<file path="config.mk">
export PLATFORM = sky130hd
export DESIGN_NAME = score_seg_driver
export DESIGN_NICKNAME = d
export VERILOG_FILES = /design/src/rtl/score_seg_driver.sv
export SDC_FILE = /design/constraint.sdc
export NUM_CORES = 1
export LEC_CHECK = 0
export ABC_AREA = 0
export BUFFER_PORTS_ARGS = -buffer_cell sky130_fd_sc_hd__buf_2
export CAP_MARGIN = 20
export CORE_MARGIN = 1
export CORE_UTILIZATION = 53
export DETAILED_ROUTE_END_ITERATION = 7
export PLACE_DENSITY_LB_ADDON = 0.3
export REMOVE_ABC_BUFFERS = 1
export SYNTH_ARGS = -nofsm -noshare
export SYNTH_HDL_FRONTEND = slang
export SYNTH_SLANG_ARGS = --single-unit
</file>
<file path="constraint.sdc">
create_clock -name clk -period 2 [get_ports clk]
set_input_delay 0.3 -clock clk [delete_from_list [all_inputs] [get_ports clk]]
set_output_delay 0.3 -clock clk [all_outputs]
set_load 0.1 [all_outputs]
</file>
<file path="src/rtl/score_seg_driver.sv">
// score_seg_driver: latches BCD score digits and drives two active-low 7-seg displays, flashing on change.
// Optional leading-zero blanking of the tens digit when SEG_LZB_EN is defined.
module score_seg_driver #(
  parameter int BLINK_DIV   = 12_500_000,
  parameter int BLINK_COUNT = 3
) (
  input  logic       clk,
  input  logic       rst_n,
  input  logic [3:0] tens,
  input  logic [3:0] ones,
  input  logic       load,
  output logic       busy,
  output logic [6:0] hex1,
  output logic [6:0] hex0
);
  localparam int HW = $clog2(BLINK_DIV + 1);
  localparam int PW = $clog2(2 * BLINK_COUNT + 1);
  localparam logic [HW-1:0] HMAX = HW'(BLINK_DIV - 1);
  localparam logic [PW-1:0] PMAX = PW'(2 * BLINK_COUNT - 1);
  localparam logic [6:0] BLANK = 7'b1111111;
`ifdef SEG_LZB_EN
  localparam logic [6:0] RST_H1 = BLANK;
`else
  localparam logic [6:0] RST_H1 = 7'b1000000;
`endif

  typedef enum logic {IDLE, FLASH} state_t;

  state_t        state, n_state;
  logic [HW-1:0] half_cnt, n_half;
  logic [PW-1:0] phase_cnt, n_phase;
  logic          blank, n_blank, lzb;
  logic [3:0]    dig_t, dig_o, n_t, n_o;

  function automatic logic [6:0] seg(input logic [3:0] d);
    case (d)
      4'd0: seg = 7'b1000000;
      4'd1: seg = 7'b1111001;
      4'd2: seg = 7'b0100100;
      4'd3: seg = 7'b0110000;
      4'd4: seg = 7'b0011001;
      4'd5: seg = 7'b0010010;
      4'd6: seg = 7'b0000010;
      4'd7: seg = 7'b1111000;
      4'd8: seg = 7'b0000000;
      4'd9: seg = 7'b0010000;
      default: seg = 7'b0111111;
    endcase
  endfunction

  // Any load while flashing restarts, even for an unchanged score
  always_comb begin
    n_state = state;
    n_half  = half_cnt;
    n_phase = phase_cnt;
    n_blank = blank;
    n_t     = load ? tens : dig_t;
    n_o     = load ? ones : dig_o;
    if (load && (state == FLASH || {tens, ones} != {dig_t, dig_o})) begin
      n_state = FLASH;
      n_half  = '0;
      n_phase = '0;
      n_blank = 1'b1;
    end else if (state == FLASH) begin
      if (half_cnt == HMAX) begin
        n_half  = '0;
        n_blank = ~blank;
        n_phase = phase_cnt + 1'b1;
        if (phase_cnt == PMAX) begin
          n_state = IDLE;
          n_blank = 1'b0;
          n_phase = '0;
        end
      end else begin
        n_half = half_cnt + 1'b1;
      end
    end
  end

`ifdef SEG_LZB_EN
  assign lzb = (n_t == 4'd0);
`else
  assign lzb = 1'b0;
`endif

  always_ff @(posedge clk or negedge rst_n) begin
    if (!rst_n) begin
      state     <= IDLE;
      half_cnt  <= '0;
      phase_cnt <= '0;
      blank     <= 1'b0;
      dig_t     <= '0;
      dig_o     <= '0;
      busy      <= 1'b0;
      hex1      <= RST_H1;
      hex0      <= 7'b1000000;
    end else begin
      state     <= n_state;
      half_cnt  <= n_half;
      phase_cnt <= n_phase;
      blank     <= n_blank;
      dig_t     <= n_t;
      dig_o     <= n_o;
      busy      <= (n_state == FLASH);
      hex1      <= (n_blank || lzb) ? BLANK : seg(n_t);
      hex0      <= n_blank ? BLANK : seg(n_o);
    end
  end
endmodule

</file>
======== Yosys cells after proc, flatten, opt, wreduce, memory -nomap -nowiden ========
Memories as Yosys holds them, arrays and structs flattened.
Cells that the tools add are included.
word-level totals
  memory bits (read-only) ................. 224
  input bits .............................. 11
  output and inout port bits .............. 15
  memories ................................ 2
  word-level logic and storage cells ...... 40
  register bits after elaboration ......... 51
memory list
  memory            words  width  read ports  clocked after Yosys merged registers in  wr ports  line  text
  (name not given)  16     7      1           0                                        0         36    case (d)
  (name not given)  16     7      1           0                                        0         36
operators by class
  mux-type cells .......................... 19
  add/sub/neg operators ................... 2
  bitwise logic cells ..................... 1
  reductions and logical operators ........ 5
  equal/unequal tests ..................... 3
operators by type and width
  kind                   count
  $mux 24                3
  $add 24x1->24 const B  1
  $eq 24x24->1 const B   1
  $mux 7                 2
  $mux 3                 4
  $mux 1                 8
  $mux 4                 2
  $ne 8x8->1             1
  $reduce_bool 2->1      2
  $add 3x1->3 const B    1
  $eq 3x3->1 const B     1
  $reduce_and 2->1       1
  $logic_and 1x1->1      1
  $logic_or 1x1->1       1
  $not 1->1              1

======== Depth between registers and ports, before layout ========
Gate-level depths: netlist of the first run.
  depth after elaboration ................. 6
  gate-level depth with buffers ........... 8
  mapped depth without buffers ............ 7

======== Worst setup path after synthesis of the first run ========
OpenSTA, ideal clock, no wires.
  kind .................................... reg2reg
  start point ............................. reg state
  end point ............................... reg hex1[1]
  arrival time ............................ 2.525 ns
  required time ........................... 1.868 ns
  setup time .............................. 0.132 ns
  buffers on the path ..................... 3
  path slack .............................. -0.657 ns
  stages on the path, launching flop included .. 9
  clock period less this slack ............ 2.657 ns
  cell sequence ........................... dfrtp_1 buf_2 and4_1 nand3_4 or2_1 buf_6 a211oi_2 buf_6 nand3_4
on the way
  longest elaborated chain between the ends .. 4
  elaborated cells between the ends (all ways) .. 5
  classes of those cells .................. mux: 3; reduce/logical: 2
RTL lines
  element                   line  text
  start: declaration        29    state_t state, n_state;
  start signal: assignment  98    state <= n_state;
  $logic_or 1x1->1          59    if (load && (state == FLASH || {tens, ones} != {dig_t, dig_o})) begin
  $logic_and 1x1->1         59
  $mux 1 (*)                59
  $mux 7 (*)                105   hex1 <= (n_blank || lzb) ? BLANK : seg(n_t);
  end signal: assignment    105
  end: declaration          13    output logic [6:0] hex1,
Every way passes the cells marked *; elsewhere a longest branch is shown, timed or not.
A chain may end at the register's enable or synchronous reset.

======== Final worst setup path of the first run ========
  start point ............................. reg half_cnt[2]
  end point ............................... reg half_cnt[21]
on the way
  longest elaborated chain between the ends .. 4
  elaborated cells between the ends (all ways) .. 5
  classes of those cells .................. add/sub: 1; eq/ne: 1; mux: 3
RTL lines
  element                                        line    text
  start: declaration                             30      logic [HW-1:0] half_cnt, n_half;
  start signal: assignment                       99      half_cnt <= n_half;
  $add 24x1->24 or $eq 24x24->1 (tied branches)  75, 65
  $mux 24 (*)                                    65      if (half_cnt == HMAX) begin
  $mux 24 (*)                                    64      end else if (state == FLASH) begin
  $mux 24 (*)                                    59
Every way passes the cells marked *; elsewhere a longest branch is shown, timed or not. The select of a mux whose other input is x is not followed.

==> run summary, run 1 <==
largest vdd supply drop: 0.000545 V
DRC marker count from the first detailed-route iteration: 71
layout overhead on the synthesized area: 17.3%
crit path to: half_cnt[21]$_DFFE_PN0P_
FILL cells: 430
Sequential cell area: 0.00128 mm2
uppermost layer routed: met4
wire length of the first global-routing pass: 9.72 mm
critical path fanouts, max: 6
clock-pin slew of the registers on the worst-case setup and hold paths: 0.10 ns
number of setup violations in the final report: 0
Mean Syn Cell Area: 9.74 um2
Synth Instances: 290
ys async rst share: 1.00
DRC errors left: 0
Critical path origin: half_cnt[2]$_DFFE_PN0P_
starting density of the core: 0.553
number of max-slew violations in the final report: 0
highest-count cells in the layout ignoring fill and taps: sky130_fd_sc_hd__dfrtp_1 (47), sky130_fd_sc_hd__buf_4 (26), sky130_fd_sc_hd__nand2_1 (25), sky130_fd_sc_hd__buf_2 (25)
die outline width: 75.0 um
reg2reg start: half_cnt[2]$_DFFE_PN0P_
FP Rows: 26
final setup skew: 0.00638 ns
TritonCTS Buffers: 5
WL met3: 152 um
vias in the first global route: 2,116
Ant. Diodes: 0
worst relative slew slack: 0.621
Leak: 0.00133 uW
unrepaired setup endpoints after global routing: yes
netlist area before placement: 0.00283 mm2
worst setup path class: flop to flop
Pwr Density: 584 mW/mm2
reg2reg path depth: 6
HPWL after detailed placement: 4.13 mm
total die area: 0.00563 mm2
clock tree from TritonCTS: built
Critical Path End Type: flop
required time reported for the critical path endpoint: 2.24 ns
TritonCTS Sinks: 51
insertion delay of the later-clocked pin in the worst-skew pair: 0.31 ns
net count of the finished layout: 362
wire length per cell: 13.9 um
level count of the clock H-tree: 2
fin worst setup slack: 0.0505 ns
post-route met1 wirelength: 2.77 mm
Vias/cell: 5.54
final core utilization: 0.649
outcome: completed
number of enable-type register cells in the synthesized netlist: 0
die height: 75.0 um
Seq cells post-synth: 51
number of synthesis warnings: 0
core area: 0.00511 mm2
setup slack of the most critical reg-to-reg path: 0.05 ns
number of hold-slack violations in the final timing report: 0
maximum clock path buffer count: 2
total track usage: 0.230
most common flop cell mapped by yosys: sky130_fd_sc_hd__dfrtp_1
TritonRoute pass-1 iters: 4
commonest non-fill, non-tap cell in the layout: sky130_fd_sc_hd__dfrtp_1
final WL: 5.69 mm
shortest period the worst path allows: 1.95 ns
Placement Setup Slack: 0.0331 ns
Buffers on Ports: 25
Overall Power: 1940 uW
total grt overflow: 0
Worst Hold Class: input pin to flop
number of antenna violations at the first check in global routing: 0
Least-Margin Pin Slew: 0.568 ns
proportion of layout cells with a drive suffix above 1: 0.255
capture instance of the worst register-to-register path: half_cnt[21]$_DFFE_PN0P_
total area of multi-input combinational cells: 0.00146 mm2
number of max-capacitance violations reported: 0
pin count of the biggest net entering global routing: 30
sequential-to-total area share from yosys stat: 0.453
number of distinct library cells after synthesis: 50
type of element launching the critical path: flop
highest achievable clock rate: 513 MHz
weighted congestion reported at the end of routability-driven placement: 0.856
number of placed I/O pins: 26
met2 wire length: 2.70 mm
vias post-DR: 2,276
share of the clock period used by the worst path after layout: 0.975
clock root buffer: sky130_fd_sc_hd__clkbuf_8
hold path startpoint: ones[0]
number of routed nets with antenna violations: 0
signal arrival time at the worst endpoint: 2.19 ns
-- logic make-up after synthesis --
logic type,Yosys count,share of synthesized area
buffers and inverters,21,0.0368
xor gates and xnor gates,18,0.0558
adders and majority gates,11,0.0487
AOI/OAI and AO/OA,51,0.105
DFF,51,0.453
and+or+nand+nor,128,0.265
muxes,10,0.0363
-- worst min-delay path by stage --
stage                     cells past startpoint  slack [ns]                      end
after CTS                                     3        0.30       dig_o[0]$_DFF_PN0_
after floorplan                               0       0.004          blank$_DFF_PN0_
after detailed placement                      1        0.32  half_cnt[0]$_DFFE_PN0P_
final                                         3        0.30       dig_o[0]$_DFF_PN0_
after global routing                          3        0.32       dig_t[0]$_DFF_PN0_
after global placement                        1        0.32  half_cnt[0]$_DFFE_PN0P_
-- power by group --
| group | internal (uW) | switching (uW) | leakage, uW | total (uW) |
|---|---|---|---|---|
| registers | 1050 | 15.9 | 0.000608 | 1070 |
| clock network | 252 | 362 | 0.0000418 | 614 |
| logic | 102 | 153 | 0.000682 | 255 |
-- through the flow --
| stage | cells | TNS (ns) | cell area, um2 | hold WS (ns) |
|---|---|---|---|---|
| after floorplan | 279 | -21.88 | 2760 | 0.00441 |
| after detailed placement | 400 | 0 | 3180 | 0.323 |
| after CTS | 409 | 0 | 3280 | 0.298 |
| after global routing | 411 | -0.107 | 3310 | 0.322 |
| after global placement | 400 | 0 | 3180 | 0.321 |
| final | 411 | 0 | 3310 | 0.302 |
-- worst max-delay path, cell delays in order (launching register included) --
cell,delay [ns]
sky130_fd_sc_hd__dfrtp_1,0.45
sky130_fd_sc_hd__nand4_1,0.20
sky130_fd_sc_hd__buf_4,0.19
sky130_fd_sc_hd__nor4_2,0.37
sky130_fd_sc_hd__nand4_1,0.17
sky130_fd_sc_hd__or3_1,0.33
sky130_fd_sc_hd__a31oi_1,0.16
-- synth_stat cells (7+ instances only) --
library cell              number  area, um2
sky130_fd_sc_hd__a21oi_1      20        100
sky130_fd_sc_hd__o21ai_0      16       80.1
sky130_fd_sc_hd__inv_1         8       30.0
sky130_fd_sc_hd__dfrtp_1      49       1230
sky130_fd_sc_hd__nor3_1        7       35.0
sky130_fd_sc_hd__ha_1         11        138
sky130_fd_sc_hd__mux2i_1       8       80.1
sky130_fd_sc_hd__nand2_1      25       93.8
sky130_fd_sc_hd__nor2_1       20       75.1
sky130_fd_sc_hd__xnor2_1      12        105
sky130_fd_sc_hd__nand4_1      13       81.3
sky130_fd_sc_hd__nand3_1      15       75.1
sky130_fd_sc_hd__nand2_2       8       50.1
-- timing repair --
item                                   4_1_cts  5_1_grt
gates resized for setup                      0        5
buffers inserted                             0        2
endpoints found under the hold margin       21        0
hold buffers                                 1        0
setup endpoints to repair                    0       19
-- flip-flops by register name, indices dropped and copies added, names as in the netlist --
signal     cells
hex0           7
blank          1
state          1
phase_cnt      3
half_cnt      24
dig_o          4
dig_t          4
hex1           7
-- metal layers --
metal  GRT usage  vias up
li1            -     1144
met1       0.301     1097
met2       0.383       28
met3      0.0388        7
met4      0.0881        0
met5           0        -
-- area by class of cell --
| cell class | count | area share |
|---|---|---|
| Clock inverter | 2 | 0.00491 |
| Sequential cell | 51 | 0.387 |
| Multi-Input combinational cell | 218 | 0.440 |
| Inverter | 10 | 0.0113 |
| Clock buffer | 6 | 0.0219 |
| Tap cell | 70 | 0.0264 |
| Timing Repair Buffer | 54 | 0.109 |
Power figures use the tool's default switching activity.
==> inputs of run 2 (changes only) <==
--- a/config.mk
+++ b/config.mk
@@ -11,6 +11,7 @@
 export CORE_MARGIN = 1
 export CORE_UTILIZATION = 53
 export DETAILED_ROUTE_END_ITERATION = 7
+export GPL_TIMING_DRIVEN = 0
 export PLACE_DENSITY_LB_ADDON = 0.3
 export REMOVE_ABC_BUFFERS = 1
 export SYNTH_ARGS = -nofsm -noshare
==> run summary, run 2 (same netlist as run 1, synthesis figures left out) <==
number of hold-slack violations in the final timing report: 0 (unchanged)
net count of the finished layout: 351 (-3.0%)
final design area excluding fillers: 0.00328 mm2 (-0.94%)
pin count of the biggest net entering global routing: 38 (+27%)
layout overhead on the synthesized area: 16.2%
slowest CP cell: sky130_fd_sc_hd__dfrtp_1
Buffers on Ports: 25 (unchanged)
highest-count cells in the layout ignoring fill and taps: sky130_fd_sc_hd__dfrtp_1 (45), sky130_fd_sc_hd__buf_2 (26), sky130_fd_sc_hd__nand2_1 (25)
highest achievable clock rate: 492 MHz (-4.1%)
total track usage: 0.235 (+0.00499)
clock tree from TritonCTS: built
non-filler instance count after layout: 400 (-2.7%)
Worst Hold Class: input pin to flop
Ant. Diodes: 0 (unchanged)
list of cells traversed by the critical path: ha_4 -> and4bb_2 -> nand4_1 -> or2_4 -> a211oi_4 -> buf_6 -> o211ai_1
Leak: 0.00129 uW (-3.0%)
insertion delay of the later-clocked pin in the worst-skew pair: 0.30 ns (about the same)
Sequential cell area: 0.00128 mm2 (+0.20%)
total die area: 0.00563 mm2 (unchanged)
weighted congestion reported at the end of routability-driven placement: 0.768 (-10%)
TritonCTS Sinks: 51 (unchanged)
commonest non-fill, non-tap cell in the layout: sky130_fd_sc_hd__dfrtp_1
final WL: 5.85 mm (+2.8%)
final setup skew: 0.00621 ns (-0.000175 ns)
TritonCTS Buffers: 5 (unchanged)
clock-pin slew of the registers on the worst-case setup and hold paths: 0.09 ns (about the same)
signal arrival time at the worst endpoint: 2.20 ns (about the same)
fin worst setup slack: -0.0334 ns (-0.0839 ns)
die height: 75.0 um (unchanged)
type of element launching the critical path: flop
final core utilization: 0.643 (-0.00613)
shortest period the worst path allows: 2.03 ns (+0.0839 ns)
violations in the final reports: negative setup slack
number of placed I/O pins: 26 (unchanged)
number of max-capacitance violations reported: 0 (unchanged)
largest registers: half_cnt: 24 flops, hex0: 7 flops, hex1: 7 flops
clock root buffer: sky130_fd_sc_hd__clkbuf_8
register name with the most flops: half_cnt
number of setup violations in the final report: 2 (+2)
number of max-slew violations in the final report: 0 (unchanged)
worst relative slew slack: 0.565 (-0.0560)
level count of the clock H-tree: 2 (unchanged)
FP Rows: 26 (unchanged)
unrepaired setup endpoints after global routing: yes
maximum clock path buffer count: 2 (unchanged)
vias in the first global route: 2,223 (+5.1%)
worst setup path class: flop to flop
wire length of the first global-routing pass: 9.99 mm (+2.8%)
Cell Count Post-Placement: 376 (-6.0%)
starting density of the core: 0.553 (unchanged)
wire length per cell: 14.6 um (+5.6%)
number of antenna violations at the first check in global routing: 0 (unchanged)
largest vdd supply drop: 0.000444 V (-19%)
flip-flop count of the largest register after layout: 24 (unchanged)
core area: 0.00511 mm2 (unchanged)
FILL cells: 409 (-4.9%)
total grt overflow: 0 (unchanged)
proportion of layout cells with a drive suffix above 1: 0.248 (-0.00665)
Placement Setup Slack: -0.777 ns (-0.810 ns)
required time reported for the critical path endpoint: 2.16 ns (-0.08 ns)
DRC marker count from the first detailed-route iteration: 112 (+58%)
Hold Slack: 0.349 ns (+0.0473 ns)
HPWL after detailed placement: 3.86 mm (-6.5%)
Worst path max stage delay: 0.42 ns (-0.03 ns)
share of the clock period used by the worst path after layout: 1.02 (+0.0419)
number of routed nets with antenna violations: 0 (unchanged)
die outline width: 75.0 um (unchanged)
Pwr Density: 583 mW/mm2 (-0.12%)
CP delay by family, top: simple AND/OR/NAND/NOR gates
Vias/cell: 5.69 (+2.7%)
Critical Path End Type: flop
DRC errors left: 0 (unchanged)
critical path fanouts, max: 8 (+2)
vias post-DR: 2,274 (-0.088%)
standard cell area after detailed placement: 0.00300 mm2 (-5.5%)
TritonRoute pass-1 iters: 4 (unchanged)
Critical path buffers and inverters: 1 (unchanged)
total area of multi-input combinational cells: 0.00152 mm2 (+4.0%)
outcome: finished, violations left
Least-Margin Pin Slew: 0.634 ns (+0.0659 ns)
[run 2: cell type report]
class	instances	share of cell area
Multi-Input combinational cell	219	0.462
Clock inverter	2	0.00495
Clock buffer	6	0.0221
Tap cell	70	0.0267
Sequential cell	51	0.391
Inverter	10	0.0114
Timing Repair Buffer	42	0.0819
[run 2: per-stage QoR]
step / total power (uW) / setup TNS, ns
floorplan: 1240 / -21.88
global placement: 1310 / -17.46
detailed placement: 1320 / -12.88
CTS: 1930 / 0
global route: 2000 / -0.818
finish: 1920 / -0.0602
[run 2: power by group]
group	internal (uW)	switching (uW)	total [uW]	leakage [uW]
Clock	252	344	596	0.0000418
Sequential	1050	17.5	1070	0.000607
Combinational	90.6	160	250	0.000644
[run 2: what timing repair did]
item | 4_1_cts | 5_1_grt
setup endpoints to repair | 40 | 21
setup buffers | 7 | 7
hold buffers | 1 | 0
endpoints found under the hold margin | 14 | 0
gates resized for setup | 8 | 6
gates cloned | 1 | 0
pin swaps | 3 | 7
[run 2: worst reg2reg max path, stage by stage, from the launching register on]
cell and delay (ns):
sky130_fd_sc_hd__dfrtp_1 0.42, sky130_fd_sc_hd__ha_4 0.16, sky130_fd_sc_hd__and4bb_2 0.23, sky130_fd_sc_hd__nand4_1 0.15, sky130_fd_sc_hd__or2_4 0.32, sky130_fd_sc_hd__a211oi_4 0.32
sky130_fd_sc_hd__buf_6 0.20, sky130_fd_sc_hd__o211ai_1 0.10
[run 2: routing by layer]
| layer | vias up | part of all wire | global-route usage |
|---|---|---|---|
| met5 | - | 0 | 0 |
| met4 | 0 | 0.017 | 0.0860 |
| met3 | 10 | 0.031 | 0.0442 |
| met2 | 43 | 0.50 | 0.407 |
| met1 | 1103 | 0.45 | 0.293 |
| li1 | 1118 | - | - |
[run 2: final timing paths]
check,endpoint,cells after the start,startpoint,slack (ns)
worst max-delay path,hex0[1]$_DFF_PN0_,7,half_cnt[1]$_DFFE_PN0P_,-0.03
worst min-delay path,dig_o[1]$_DFF_PN0_,2,ones[1],0.35
worst max register to register,hex0[1]$_DFF_PN0_,7,half_cnt[1]$_DFFE_PN0P_,-0.03
worst min register to register,half_cnt[23]$_DFFE_PN0P_,2,half_cnt[23]$_DFFE_PN0P_,0.57
max in group asynchronous,hex1[6]$_DFF_PN1_,3,rst_n,0.99
min in group asynchronous,half_cnt[13]$_DFFE_PN0P_,2,rst_n,0.44
